### src/rtl/ifmap_stream_if.sv
// Control, SRAM-read and ifmap-stream signals of the ifmap stream controller.
// The slave modport is the controller's view; the master modport is the feeder/SRAM side.
interface ifmap_stream_if #(
  parameter int unsigned ADDR_W = 8,
  parameter int unsigned DATA_W = 64
);
  logic              start;
  logic              abort;
  logic [ADDR_W-1:0] base_addr;
  logic [ADDR_W:0]   num_vec;
  logic              mem_rd_en;
  logic [ADDR_W-1:0] mem_addr;
  logic [DATA_W-1:0] mem_rd_data;
  logic [DATA_W-1:0] ifmap_out;
  logic              ifmap_valid;
  logic              busy;
  logic              done;

  modport slave (
    input  start, abort, base_addr, num_vec, mem_rd_data,
    output mem_rd_en, mem_addr, ifmap_out, ifmap_valid, busy, done
  );

  modport master (
    output start, abort, base_addr, num_vec, mem_rd_data,
    input  mem_rd_en, mem_addr, ifmap_out, ifmap_valid, busy, done
  );
endinterface

### src/rtl/ifmap_stream_ctrl.sv
// Streams num_vec ifmap vectors out of a synchronous SRAM into the row-skew stage,
// then holds zeros until the most-delayed skew row has flushed, and pulses done.
module ifmap_stream_ctrl #(
  parameter int unsigned ADDR_W      = 8,
  parameter int unsigned DATA_W      = 64,
  parameter int unsigned ROWS        = 4,
  parameter int unsigned MAC_LATENCY = 9,
  parameter int unsigned RD_LATENCY  = 1
) (
  input  logic           clk,
  input  logic           rst,
  ifmap_stream_if.slave  bus
);

  localparam int unsigned CNT_W     = ADDR_W + 1;
  localparam int unsigned DRAIN_LEN = MAC_LATENCY * (ROWS - 1);
  // DRAIN also covers the reads still in flight plus the output register stage.
  localparam int unsigned DRAIN_CYC = DRAIN_LEN + RD_LATENCY;
  localparam int unsigned DCNT_W    = $clog2(DRAIN_CYC + 1);

  typedef enum logic [1:0] {IDLE, FETCH, DRAIN, FIN} state_t;

  state_t                state_q, state_d;
  logic [CNT_W-1:0]      num_q, num_d;
  logic [CNT_W-1:0]      cnt_q, cnt_d;
  logic [DCNT_W-1:0]     dcnt_q, dcnt_d;
  logic [RD_LATENCY-1:0] inflight_q, inflight_d;
  logic                  rd_en_q, rd_en_d;
  logic [ADDR_W-1:0]     addr_q, addr_d;
  logic [DATA_W-1:0]     out_q, out_d;
  logic                  valid_q, valid_d;
  logic                  busy_q, busy_d;
  logic                  done_q, done_d;

  // State and registered outputs
  always_ff @(posedge clk or posedge rst) begin
    if (rst) begin
      state_q    <= IDLE;
      num_q      <= '0;
      cnt_q      <= '0;
      dcnt_q     <= '0;
      inflight_q <= '0;
      rd_en_q    <= 1'b0;
      addr_q     <= '0;
      out_q      <= '0;
      valid_q    <= 1'b0;
      busy_q     <= 1'b0;
      done_q     <= 1'b0;
    end else begin
      state_q    <= state_d;
      num_q      <= num_d;
      cnt_q      <= cnt_d;
      dcnt_q     <= dcnt_d;
      inflight_q <= inflight_d;
      rd_en_q    <= rd_en_d;
      addr_q     <= addr_d;
      out_q      <= out_d;
      valid_q    <= valid_d;
      busy_q     <= busy_d;
      done_q     <= done_d;
    end
  end

  // Next state, read sequencing and the returned-data path
  always_comb begin
    state_d    = state_q;
    num_d      = num_q;
    cnt_d      = cnt_q;
    dcnt_d     = dcnt_q;
    rd_en_d    = 1'b0;
    addr_d     = addr_q;
    busy_d     = busy_q;
    done_d     = 1'b0;
    inflight_d = RD_LATENCY'({inflight_q, rd_en_q});
    valid_d    = inflight_q[RD_LATENCY-1];
    out_d      = valid_d ? bus.mem_rd_data : '0;

    unique case (state_q)
      IDLE: begin
        if (bus.start && !bus.abort) begin
          num_d  = bus.num_vec;
          busy_d = 1'b1;
          if (bus.num_vec == '0) begin
            state_d = FIN;
            done_d  = 1'b1;
          end else begin
            state_d = FETCH;
            rd_en_d = 1'b1;
            addr_d  = bus.base_addr;
            cnt_d   = CNT_W'(1);
          end
        end
      end
      FETCH: begin
        // cnt_q counts reads already issued, including the one on the bus now
        if (cnt_q == num_q) begin
          state_d = DRAIN;
          dcnt_d  = '0;
        end else begin
          rd_en_d = 1'b1;
          addr_d  = addr_q + ADDR_W'(1);
          cnt_d   = cnt_q + CNT_W'(1);
        end
      end
      DRAIN: begin
        if (dcnt_q == DCNT_W'(DRAIN_CYC)) begin
          state_d = FIN;
          done_d  = 1'b1;
        end else begin
          dcnt_d = dcnt_q + DCNT_W'(1);
        end
      end
      FIN: begin
        state_d = IDLE;
        busy_d  = 1'b0;
      end
      default: state_d = IDLE;
    endcase

    // Abort drops everything, including data from reads already issued
    if (bus.abort && (state_q != IDLE)) begin
      state_d    = IDLE;
      rd_en_d    = 1'b0;
      inflight_d = '0;
      valid_d    = 1'b0;
      out_d      = '0;
      busy_d     = 1'b0;
      done_d     = 1'b0;
    end
  end

  assign bus.mem_rd_en   = rd_en_q;
  assign bus.mem_addr    = addr_q;
  assign bus.ifmap_out   = out_q;
  assign bus.ifmap_valid = valid_q;
  assign bus.busy        = busy_q;
  assign bus.done        = done_q;

endmodule

### src/flat_wrapper.sv
// flat-port wrapper written by rule: the top's interface ports become plain ports
module ifmap_stream_ctrl_flat 
#(
  parameter int unsigned ADDR_W      = 8,
  parameter int unsigned DATA_W      = 64,
  parameter int unsigned ROWS        = 4,
  parameter int unsigned MAC_LATENCY = 9,
  parameter int unsigned RD_LATENCY  = 1
)
  (clk, rst, bus_start, bus_abort, bus_base_addr, bus_num_vec, bus_mem_rd_data, bus_mem_rd_en, bus_mem_addr, bus_ifmap_out, bus_ifmap_valid, bus_busy, bus_done);
  ifmap_stream_if #(.ADDR_W(ADDR_W), .DATA_W(DATA_W)) bus_i ();
  input  logic clk;
  input  logic rst;
  input wire logic [$bits(bus_i.start)-1:0] bus_start;
  input wire logic [$bits(bus_i.abort)-1:0] bus_abort;
  input wire logic [$bits(bus_i.base_addr)-1:0] bus_base_addr;
  input wire logic [$bits(bus_i.num_vec)-1:0] bus_num_vec;
  input wire logic [$bits(bus_i.mem_rd_data)-1:0] bus_mem_rd_data;
  output wire logic [$bits(bus_i.mem_rd_en)-1:0] bus_mem_rd_en;
  output wire logic [$bits(bus_i.mem_addr)-1:0] bus_mem_addr;
  output wire logic [$bits(bus_i.ifmap_out)-1:0] bus_ifmap_out;
  output wire logic [$bits(bus_i.ifmap_valid)-1:0] bus_ifmap_valid;
  output wire logic [$bits(bus_i.busy)-1:0] bus_busy;
  output wire logic [$bits(bus_i.done)-1:0] bus_done;
  assign bus_i.start = bus_start;
  assign bus_i.abort = bus_abort;
  assign bus_i.base_addr = bus_base_addr;
  assign bus_i.num_vec = bus_num_vec;
  assign bus_i.mem_rd_data = bus_mem_rd_data;
  assign bus_mem_rd_en = bus_i.mem_rd_en;
  assign bus_mem_addr = bus_i.mem_addr;
  assign bus_ifmap_out = bus_i.ifmap_out;
  assign bus_ifmap_valid = bus_i.ifmap_valid;
  assign bus_busy = bus_i.busy;
  assign bus_done = bus_i.done;
  ifmap_stream_ctrl #(.ADDR_W(ADDR_W), .DATA_W(DATA_W), .ROWS(ROWS), .MAC_LATENCY(MAC_LATENCY), .RD_LATENCY(RD_LATENCY)) u_core (.clk(clk), .rst(rst), .bus(bus_i));
endmodule
### config.mk
export PLATFORM = sky130hd
export DESIGN_NAME = ifmap_stream_ctrl_flat
export DESIGN_NICKNAME = d
export VERILOG_FILES = /design/src/rtl/ifmap_stream_if.sv /design/src/rtl/ifmap_stream_ctrl.sv /design/src/flat_wrapper.sv
export SDC_FILE = /design/constraint.sdc
export NUM_CORES = 1
export LEC_CHECK = 0
export ABC_CLOCK_PERIOD_IN_PS = 4700
export BUFFER_PORTS_ARGS = -buffer_cell sky130_fd_sc_hd__clkbuf_2
export CAP_MARGIN = 30
export CORE_UTILIZATION = 30
export CTS_BUF_LIST = sky130_fd_sc_hd__clkbuf_8
export CTS_CLUSTER_DIAMETER = 100
export CTS_CLUSTER_SIZE = 8
export DETAILED_ROUTE_END_ITERATION = 8
export GPL_ROUTABILITY_DRIVEN = 1
export PLACE_DENSITY = 0.59
export SYNTH_ARGS = -nofsm -noshare
export SYNTH_HDL_FRONTEND = slang
export SYNTH_SLANG_ARGS = --single-unit
### constraint.sdc
create_clock -name clk -period 4.7 [get_ports clk]
set_input_delay 0.94 -clock clk [delete_from_list [all_inputs] [get_ports clk]]
set_output_delay 0.94 -clock clk [all_outputs]
set_load 0.01 [all_outputs]
---- Word level (Yosys, flattened, before mapping) ----
Cells that the tools add are included.
word-level totals
  flip-flop bits (word level) ............. 102
  latch bits .............................. 0
  RAM bits ................................ 0
  bits in read-only memories .............. 0
  input port bits ......................... 85
  output and inout bits ................... 76
  logic and storage cells ................. 75
  memories kept ........................... 0
operators by class
  add/subtract/negate cells ............... 3
  multiply operators ...................... 0
  divide/modulo/power cells ............... 0
  $lt $le $gt $ge ......................... 0
  equal/unequal tests ..................... 13
  shift operators ......................... 0
  muxes and demuxes ....................... 34
  bitwise operators ....................... 0
  reduce and logical (&&, ||, !) cells .... 14
operator list
  operator                                               count
  two-way mux 64 bit                                     2
  two-way mux 9 bit                                      3
  two-way mux 8 bit                                      3
  case mux 9 bit (2 select lines)                        1
  case mux 8 bit (2 select lines)                        1
  two-way mux 1 bit                                      12
  two-way mux 2 bit                                      5
  two-way mux 5 bit                                      2
  case mux 5 bit (2 select lines)                        1
  adder 9 x 1 -> 9 bit, second input constant            1
  == test 9 bit                                          1
  logical NOT 9 bit                                      1
  inequality test 3 x 1 -> 1 bit, second input constant  3
  adder 8 x 1 -> 8 bit, second input constant            1
  case mux 2 bit (4 select lines)                        1
  inequality test 2 bit, second input constant           3
  case mux 1 bit (2 select lines)                        3
  AND reduction 3 bit                                    2
  nonzero test 2 bit                                     3
  adder 5 x 1 -> 5 bit, second input constant            1
  == test 5 bit, second input constant                   1
  == test 2 bit, second input constant                   2
  inequality test 2 x 1 -> 1 bit, second input constant  2
  AND reduction 2 bit                                    2
  6 further kinds                                        7

---- Depth between registers and ports, before layout ----
Gate-level depths: netlist (run 1).
  word-level depth ........................ 5
  mapped depth ............................ 8
  depth with buffers taken out ............ 7

---- Worst setup path before layout (run 1) ----
No wires, ideal clock.
  path kind ............................... input to register
  from .................................... input bus_abort
  to ...................................... register u_core.cnt_q[5]
  setup time .............................. 0.069 ns
  arrival time ............................ 2.343 ns
  required time ........................... 4.631 ns
  setup slack ............................. 2.288 ns
  stages on the path ...................... 7
  path buffers ............................ 2
  cells stage by stage .................... buf_2 -> nand2b_4 -> a31o_1 -> a21o_1 -> buf_6 -> or4_1 -> nand3_1
on the way
  word-level cells in the longest chain between the ends .. 4
RTL lines
  what                                      line                     text
  start, declared                           flat_wrapper.sv:15       input wire logic [$bits(bus_i.abort)-1:0] bus_abort;
  logical NOT 1 bit                         ifmap_stream_ctrl.sv:80  if (bus.start && !bus.abort) begin
  logical AND 1 bit                         ifmap_stream_ctrl.sv:80
  inequality test 2 x 1 -> 1 bit (no line)  n/a
  AND reduction 4 bit (no line)             n/a
  end signal, assigned                      ifmap_stream_ctrl.sv:52  cnt_q <= cnt_d;
  end, declared                             ifmap_stream_ctrl.sv:25  logic [CNT_W-1:0] cnt_q, cnt_d;
No other way between the ends.
A chain may end at the register's enable or synchronous reset.

---- Worst setup path after layout (run 1) ----
  from .................................... input bus_num_vec[6]
  to ...................................... register u_core.cnt_q[6]
on the way
  word-level cells in the longest chain between the ends .. 3
RTL lines
  what                             line                     text
  start, declared                  flat_wrapper.sv:17       input wire logic [$bits(bus_i.num_vec)-1:0] bus_num_vec;
  logical NOT 9 bit                ifmap_stream_ctrl.sv:83  if (bus.num_vec == '0) begin
  inequality test 2 bit (no line)  n/a
  AND reduction 4 bit (no line)    n/a
No other way between the ends.

==> results of run 1 <==
## worst max-delay path by stage
stage                         from         endpoint  slack, ns  cells after the start
floorplan                      rst  u_core.bus.busy       1.08                      1
global placement    bus_num_vec[6]  u_core.cnt_q[6]       1.69                      6
detailed placement  bus_num_vec[6]  u_core.cnt_q[6]       1.60                      6
CTS                 bus_num_vec[6]  u_core.cnt_q[6]       2.03                      6
global route        bus_num_vec[6]  u_core.cnt_q[6]       1.87                      6
finish              bus_num_vec[6]  u_core.cnt_q[6]       2.08                      6
## per-stage QoR
stage	util	hold slack, ns	total power (µW)	setup WS [ns]
2_1_floorplan	-	0.479	2240	1.08
3_3_place_gp	0.370	0.469	2620	1.69
3_5_place_dp	0.372	0.467	2670	1.60
4_1_cts	0.385	0.475	3230	2.03
5_1_grt	0.385	0.502	3450	1.87
6_report	0.385	0.481	3200	2.08
## cell usage in the layout, fill, tap and decap left out, drive strengths merged, types with 6 or more instances in the layout
master,instances
clkbuf,170
nor3,7
buf,6
mux2,11
inv,15
and2,6
o211ai,6
nand3,17
nand2b,6
a21oi,12
nand2,25
and3,68
dfrtp,102
xnor2,9
o22ai,7
ha,8
nand4,6
nor2,9
## cell families (layout without fill, tap and decap cells)
| family | after synthesis | after routing | share of synthesized area |
|---|---|---|---|
| DFF | 102 | 102 | 0.573 |
| buffers and inverters | 41 | 194 | 0.0424 |
| AOI/OAI and AO/OA | 61 | 61 | 0.0997 |
| muxes | 14 | 14 | 0.0346 |
| xor gates and xnor gates | 9 | 9 | 0.0211 |
| and+or+nand+nor | 161 | 161 | 0.207 |
| adders and majority gates | 8 | 8 | 0.0225 |
## power by group through the flow
stage | logic [µW] | clock network (µW) | registers [µW]
2_1_floorplan | 868 | 0 | 1370
3_3_place_gp | 1300 | 0 | 1320
3_5_place_dp | 1340 | 0 | 1330
4_1_cts | 1350 | 570 | 1310
5_1_grt | 1490 | 603 | 1350
6_report | 1340 | 546 | 1310
## sequential cells by signal, indices dropped and copies added, names as in the netlist, 2 cells and up
| register | cells |
|---|---|
| u_core.num_q | 9 |
| u_core.dcnt_q | 5 |
| u_core.state_q | 2 |
| u_core.bus.ifmap_out | 64 |
| u_core.cnt_q | 9 |
| u_core.bus.mem_addr | 8 |
## worst register-to-register path, delay by kind of cell (launching register included)
family | cells | cell delay, ns
and+or+nand+nor | 2 | 0.93
AOI/OAI and AO/OA | 1 | 0.30
muxes | 1 | 0.34
xor gates and xnor gates | 1 | 0.22
DFF | 1 | 0.49
## cell type report
class / count / area, µm²
Multi-Input combinational cell: 253 / 1710
Clock buffer: 10 / 138
Inverter: 12 / 47.5
Sequential cell: 102 / 2550
Timing Repair Buffer: 166 / 866
Fill cell: 1464 / 8940
Tap cell: 184 / 230
Clock inverter: 6 / 50.0
## routing by layer
layer,part of all wire,GRT usage,routed length [µm]
met4,0.011,0.0444,129
met2,0.48,0.234,5600
met3,0.059,0.0408,687
met5,0,0,0
met1,0.45,0.207,5240
## Yosys cell counts, types with 2 or more instances
cell,n
a211o_1,3
a21oi_1,11
a311oi_1,2
a31oi_1,4
a41oi_1,3
and2_1,6
and3_1,68
and4_1,2
buf_2,4
buf_6,4
clkbuf_1,21
dfrtp_1,102
ha_1,8
inv_1,12
mux2_2,10
mux2i_1,3
nand2_1,25
nand2b_1,5
nand3_1,16
nand4_1,6
nor2_1,9
nor2b_1,2
nor3_1,7
nor4_1,5
nor4b_1,2
o211ai_1,6
o21ai_0,3
o22a_1,5
o22ai_1,7
o311ai_0,4
o31ai_1,4
or4_1,3
xnor2_1,7
xnor2_2,2
==> results.toml, run 1 <==
[pwr]
combPwrFrac = 0.418
p_seq_frac = 0.411
power.internal_uw = 1880
clkPwrFrac = 0.171
ir_drop_v = 0.000244
power_leakage_uw = 0.00302
swShare = 0.411
power_density_nw_per_um2 = 571
switching_power_uw = 1310

[clock_tree]
insertion_delay_ns = 0.38
cts.sinks = 102
cts_tree = "yes"
htree_levels = 3
ctsHoldBuffers = 0
numCtsBuffers = 9
post_cts_resized = 0
clockBufferDepth = 2
root_buffer = "clkbuf_8"
path_clk_slew_ns = 0.11
post_cts_buffers = 0

[logic_synthesis]
yosys.area.top_type_share = 0.573
syn_inst = 396
ys.flop_type = "dfrtp_1"
yosys-top-cells-area = "dfrtp_1 (57%), and3_1 (9.6%), mux2_2 (2.5%)"
synth_edf_count = 0
yosysTopAreaCell = "dfrtp_1"
ys_async_sr_fraction = 1.00
synthesis.area_um2 = 4450
ys_seq_area_frac = 0.573
synth_fp_nets = 489
synth.distinct_cells = 49
synth_warnings = 0
avgSynthCellArea_um2 = 11.2
ys_ff_latch = 102

[finish]
fin_area_um2 = 5600
areaGrowthSynthToFinish_pct = 25.7
diodes = 0
instances_no_fill = 733
fin_nets = 637
drive_gt1_frac = 0.364

[detailed_routing]
wl_um = 11700
drc = 0
via_count = 3623
final_antenna_net_count = 0
initialDrtViolationCount = 278
first_pass_iters = 4
detail_route.vias_per_cell = 4.94
routedWlPerCell_um = 15.9

[hold_path]
min_from = "u_core.inflight_q"
hold_path_end = "u_core.bus.ifmap_valid"
hold_class = "reg -> reg"
hold_depth = 1

[grt]
grt_pass1_wl_um = 17700
grt_max_degree = 68
grt.total_usage = 0.152
grt-ovfl-total = 0
grt_pass1_vias = 3413
antenna_found_initial = 0

[sta]
fin_worst_skew_ns = 0.0148
drv_slew = 0
worstMarginPinSlew_ns = 0.728
fin_crit_ns = 2.62
rsz0062_at_grt = "false"
setup_viol = 0
slew-limit-headroom = 0.515
fmax_ghz = 0.382
setup-tns-final_ns = 0
finalCritPeriodShare = 0.557
finalHoldViolCount = 0

[worst_setup_path]
crit_path_max_incr_delay_ns = 0.59
worstSetupPathType = "in -> reg"
crit_buf_inv = 1
cp_data_required_time_ns = 4.99
arrival_ns = 2.91
critical_path.top_delay_family = "compound AO/OA/AOI/OAI gates"
rr_worst_depth = 5
critical_path.endpoint_type = "flip-flop"
worst-r2r-setup-slack_ns = 2.31
r2r_start = "u_core.cnt_q[1]"
cp_max_fo = 20
path_cells = "clkbuf_2, nor4_1, a31o_1, a21o_1, a21oi_1, a311oi_1"
r2r-end = "u_core.state_q[1]"
crit_path_top_delay_cell = "nor4_1"
start_kind = "input pin"

[die]
rows = 44
start_util = 0.306
die_height_um = 124
io_pins = 161
die_w_um = 124
die_area_um2 = 15300
core_area_um2 = 14500

[job]
cap_violations = 0

[place]
dpl_cell_area_um2 = 5410
dp_cells = 717
io_buffer_count = 160
dp_hpwl_um = 8390
gp_routability_congestion = 0.816

[run_status]
outcome = "completed"
Power figures use the tool's default switching activity.
==> inputs of run 2 (changes only) <==
- ABC_CLOCK_PERIOD_IN_PS: 4700 -> 2200
- PLACE_DENSITY: 0.59 -> 0.61
- clock period: 4.7 -> 2.2 ns (I/O delays scaled with it)
==> results.toml, run 2 (synthesized netlist as in run 1, its figures left out) <==
[pwr]
power_leakage_uw = 0.00310
swShare = 0.401
ir_drop_v = 0.000364
switching_power_uw = 2850
power_density_nw_per_um2 = 1240
combPwrFrac = 0.437
clkPwrFrac = 0.170
power.internal_uw = 4260
p_total_uw = 7110
p_seq_frac = 0.393

[job]
cap_violations = 0

[finish]
layout_common_cells = "clkbuf_2 (160), dfrtp_1 (102), and3_1 (68), nand2_1 (25)"
drive_gt1_frac = 0.384
largest_reg_flops = 64
final_common_cell = "clkbuf_2"
areaGrowthSynthToFinish_pct = 29.0
diodes = 0
fin_nets = 651

[sta]
finalHoldViolCount = 0
fmax_ghz = 0.488
fin_worst_skew_ns = 0.0123
fin_crit_ns = 2.05
rsz0062_at_grt = "false"
finalCritPeriodShare = 0.932
setup-tns-final_ns = 0
drv_slew = 0
slew-limit-headroom = 0.612
setup_viol = 0
worstMarginPinSlew_ns = 0.579

[worst_setup_path]
critical_path.endpoint_type = "flip-flop"
worstSetupPathType = "reg -> reg"
cp_max_fo = 9
arrival_ns = 2.31
start_kind = "flip-flop"
cp_data_required_time_ns = 2.46

[die]
rows = 44
io_pins = 161
start_util = 0.306
die_height_um = 124
die_area_um2 = 15300
core_area_um2 = 14500
die_w_um = 124

[clock_tree]
root_buffer = "clkbuf_8"
ctsHoldBuffers = 0
htree_levels = 3
numCtsBuffers = 9
insertion_delay_ns = 0.37
post_cts_buffers = 0
cts_tree = "yes"
path_clk_slew_ns = 0.10
cts.sinks = 102
clockBufferDepth = 2

[detailed_routing]
drc = 0
detail_route.vias_per_cell = 4.94
first_pass_iters = 5
routedWlPerCell_um = 16.0
initialDrtViolationCount = 340
via_count = 3683
wl_um = 11900
final_antenna_net_count = 0

[grt]
grt-ovfl-total = 0
grt_max_degree = 103
grt.total_usage = 0.154
grt_pass1_vias = 3490
grt_pass1_wl_um = 18100
antenna_found_initial = 0

[hold_path]
hold_class = "in -> async"

[run_status]
outcome = "completed"

[place]
dp_hpwl_um = 8630
gp_routability_congestion = 0.845
io_buffer_count = 160
-- run 2: path summary, 6_finish.rpt --
path | endpoint | depth (start not counted) | start | slack, ns
worst max-delay path | u_core.dcnt_q[2] | 5 | u_core.cnt_q[8] | 0.15
worst min-delay path | u_core.bus.ifmap_out[55] | 3 | rst | 0.20
worst max register to register | u_core.dcnt_q[2] | 5 | u_core.cnt_q[8] | 0.15
worst min register to register | u_core.inflight_q | 1 | u_core.bus.mem_rd_en | 0.49
max in group asynchronous | u_core.cnt_q[8] | 3 | rst | 1.59
min in group clk | u_core.bus.ifmap_out[61] | 2 | bus_mem_rd_data[61] | 0.30
-- run 2: what timing repair did --
item                       CTS  global route
gates resized for setup      0             4
setup endpoints to repair    0             6
hold endpoints to repair     0             0
-- run 2: critical path, cell delays in order (launching register included) --
cell     delay, ns
dfrtp_1       0.42
xnor2_1       0.19
nand3_2       0.21
o31ai_2       0.60
nand3_1       0.20
a211o_1       0.33
-- run 2: power by group through the flow --
stage	Combinational, µW	Clock [µW]	Sequential, µW
floorplan	1860	0	2920
global placement	2990	0	2800
detailed placement	3060	0	2830
CTS	3070	1250	2790
global route	3450	1320	2870
finish	3110	1200	2790
-- run 2: area by class of cell --
type                       instances  area, µm²
timing repair buffer             180        992
clock inverter                     6       70.1
tap                              184        230
multi-input combinational        253       1730
clock buffer                       9        124
fill                            1456       8790
inverter                          12       48.8
sequential                       102       2550
-- run 2: through the flow --
step	area [µm²]	utilization	worst slack, ns	instances	hold slack (ns)
floorplan	4460	-	0.288	396	0.479
global placement	5530	0.381	0.171	731	0.468
detailed placement	5530	0.381	0.119	731	0.469
finish	5750	0.395	0.150	746	0.202
global route	5750	0.395	0.00166	746	0.231
CTS	5730	0.394	0.119	746	0.223
-- run 2: metal layers --
layer  global-route usage  vias up  share of wire
met2                0.241      107           0.50
met5                    0        -              0
met4               0.0384        0         0.0055
li1                     -     1750              -
met1                0.214     1819           0.44
met3               0.0362        7          0.052
==> inputs of run 3 (changes only) <==
- ABC_CLOCK_PERIOD_IN_PS: 2200 -> unset
- CORE_UTILIZATION: 30 -> 45
- PLACE_DENSITY: 0.61 -> 0.82
- SETUP_SLACK_MARGIN: unset -> 0.4
==> results.toml, run 3 (synthesized netlist as in run 1, its figures left out) <==
[run_status]
outcome = "completed"

[sta]
setup-tns-final_ns = 0
worstMarginPinSlew_ns = 0.448
slew-limit-headroom = 0.701
setup_viol = 0
fin_worst_skew_ns = 0.0136
finalHoldViolCount = 0
rsz0062_at_grt = "true"
drv_slew = 0
fin_crit_ns = 1.88
finalCritPeriodShare = 0.853
fmax_ghz = 0.533

[pwr]
p_total_uw = 7960
power_leakage_uw = 0.00326
power.internal_uw = 4760
clkPwrFrac = 0.140
power_density_nw_per_um2 = 1310
p_seq_frac = 0.351
switching_power_uw = 3200
combPwrFrac = 0.509
swShare = 0.402
ir_drop_v = 0.000555

[die]
die_area_um2 = 10300
die_height_um = 101
rows = 35
core_area_um2 = 9420
die_w_um = 101
start_util = 0.473
io_pins = 161

[detailed_routing]
detail_route.vias_per_cell = 5.43
initialDrtViolationCount = 185
routedWlPerCell_um = 17.5
first_pass_iters = 5
wl_um = 12400
final_antenna_net_count = 0
via_count = 3859
drc = 0

[worst_setup_path]
cp_max_fo = 11
cp_data_required_time_ns = 2.44
path_depth = 6
crit_buf_inv = 1
r2r_start = "u_core.cnt_q[7]"
arrival_ns = 2.12
start_kind = "flip-flop"
path_cells = "xnor2_1, nand3_2, or3_4, buf_6, a311oi_2, nor3_1"
r2r-end = "u_core.bus.mem_addr[6]"
rr_worst_depth = 6
worst-r2r-setup-slack_ns = 0.32
critical_path.top_delay_family = "simple AND/OR/NAND/NOR gates"
crit_path_max_incr_delay_ns = 0.48
crit_path_top_delay_cell = "or3_4"
critical_path.endpoint_type = "flip-flop"
worstSetupPathType = "reg -> reg"

[finish]
fillers = 726
final_util = 0.644
largest_reg_flops = 64
drive_gt1_frac = 0.452
layout_common_cells = "clkbuf_2 (160), dfrtp_1 (98), and3_1 (68), buf_4 (28), nand2_1 (24)"
final_common_cell = "clkbuf_2"
multiInputGateArea_um2 = 1880
areaGrowthSynthToFinish_pct = 36.2
diodes = 0
fin_nets = 671
register_area_um2 = 2560

[grt]
grt_pass1_wl_um = 18200
grt_max_degree = 67
grt-ovfl-total = 0
antenna_found_initial = 0
grt.total_usage = 0.232
grt_pass1_vias = 3600

[clock_tree]
clockBufferDepth = 2
cts.sinks = 102
insertion_delay_ns = 0.37
htree_levels = 3
cts_tree = "yes"
path_clk_slew_ns = 0.11
numCtsBuffers = 9
root_buffer = "clkbuf_8"

[job]
cap_violations = 0

[place]
dp_hpwl_um = 8400
gp_routability_congestion = 0.860
io_buffer_count = 160

[hold_path]
hold_class = "in -> async"
## run 3: layout make-up
class	instances	share of cell area
sequential	102	0.422
multi-input combinational	253	0.310
timing repair buffer	200	0.204
tap	129	0.0266
clock buffer	9	0.0204
clock inverter	6	0.00867
inverter	12	0.00805
## run 3: per-layer routing
| layer | part of all wire | global-route usage |
|---|---|---|
| met1 | 0.42 | 0.309 |
| met2 | 0.51 | 0.385 |
| met3 | 0.055 | 0.0393 |
| met4 | 0.022 | 0.0803 |
| met5 | 0 | 0 |
## run 3: repair_timing
item | 4_1_cts | 5_1_grt
gates cloned | 1 | 2
gates resized for setup | 17 | 25
buffers inserted | 5 | 14
pin swaps | 8 | 13
setup endpoints to repair | 43 | 34
hold buffers | 0 | 0
## run 3: worst max path at each step
| stage | from | endpoint | slack, ns |
|---|---|---|---|
| floorplan | u_core.cnt_q[0] | u_core.state_q[1] | 0.32 |
| global placement | u_core.cnt_q[0] | u_core.bus.mem_addr[6] | 0.18 |
| detailed placement | bus_abort | u_core.cnt_q[6] | 0.13 |
| CTS | u_core.cnt_q[1] | u_core.state_q[1] | 0.32 |
| global route | u_core.cnt_q[7] | u_core.cnt_q[6] | 0.26 |
| finish | u_core.cnt_q[7] | u_core.bus.mem_addr[6] | 0.32 |
## run 3: power groups by stage
stage	Clock (µW)	Combinational, µW	Sequential, µW
after floorplan	0	1860	2920
after global placement	0	2990	2790
after detailed placement	0	3070	2810
after CTS	1130	3400	2770
after global routing	1200	4340	2850
final	1110	4050	2800
## run 3: metrics by stage
step	worst slack (ns)	instance area, µm²	std cells	hold WS (ns)
finish	0.324	6060	711	0.0627
CTS	0.316	5800	695	0.0694
global placement	0.176	5470	674	0.462
floorplan	0.319	4460	396	0.479
detailed placement	0.128	5470	674	0.465
global route	0.255	6060	711	0.0812
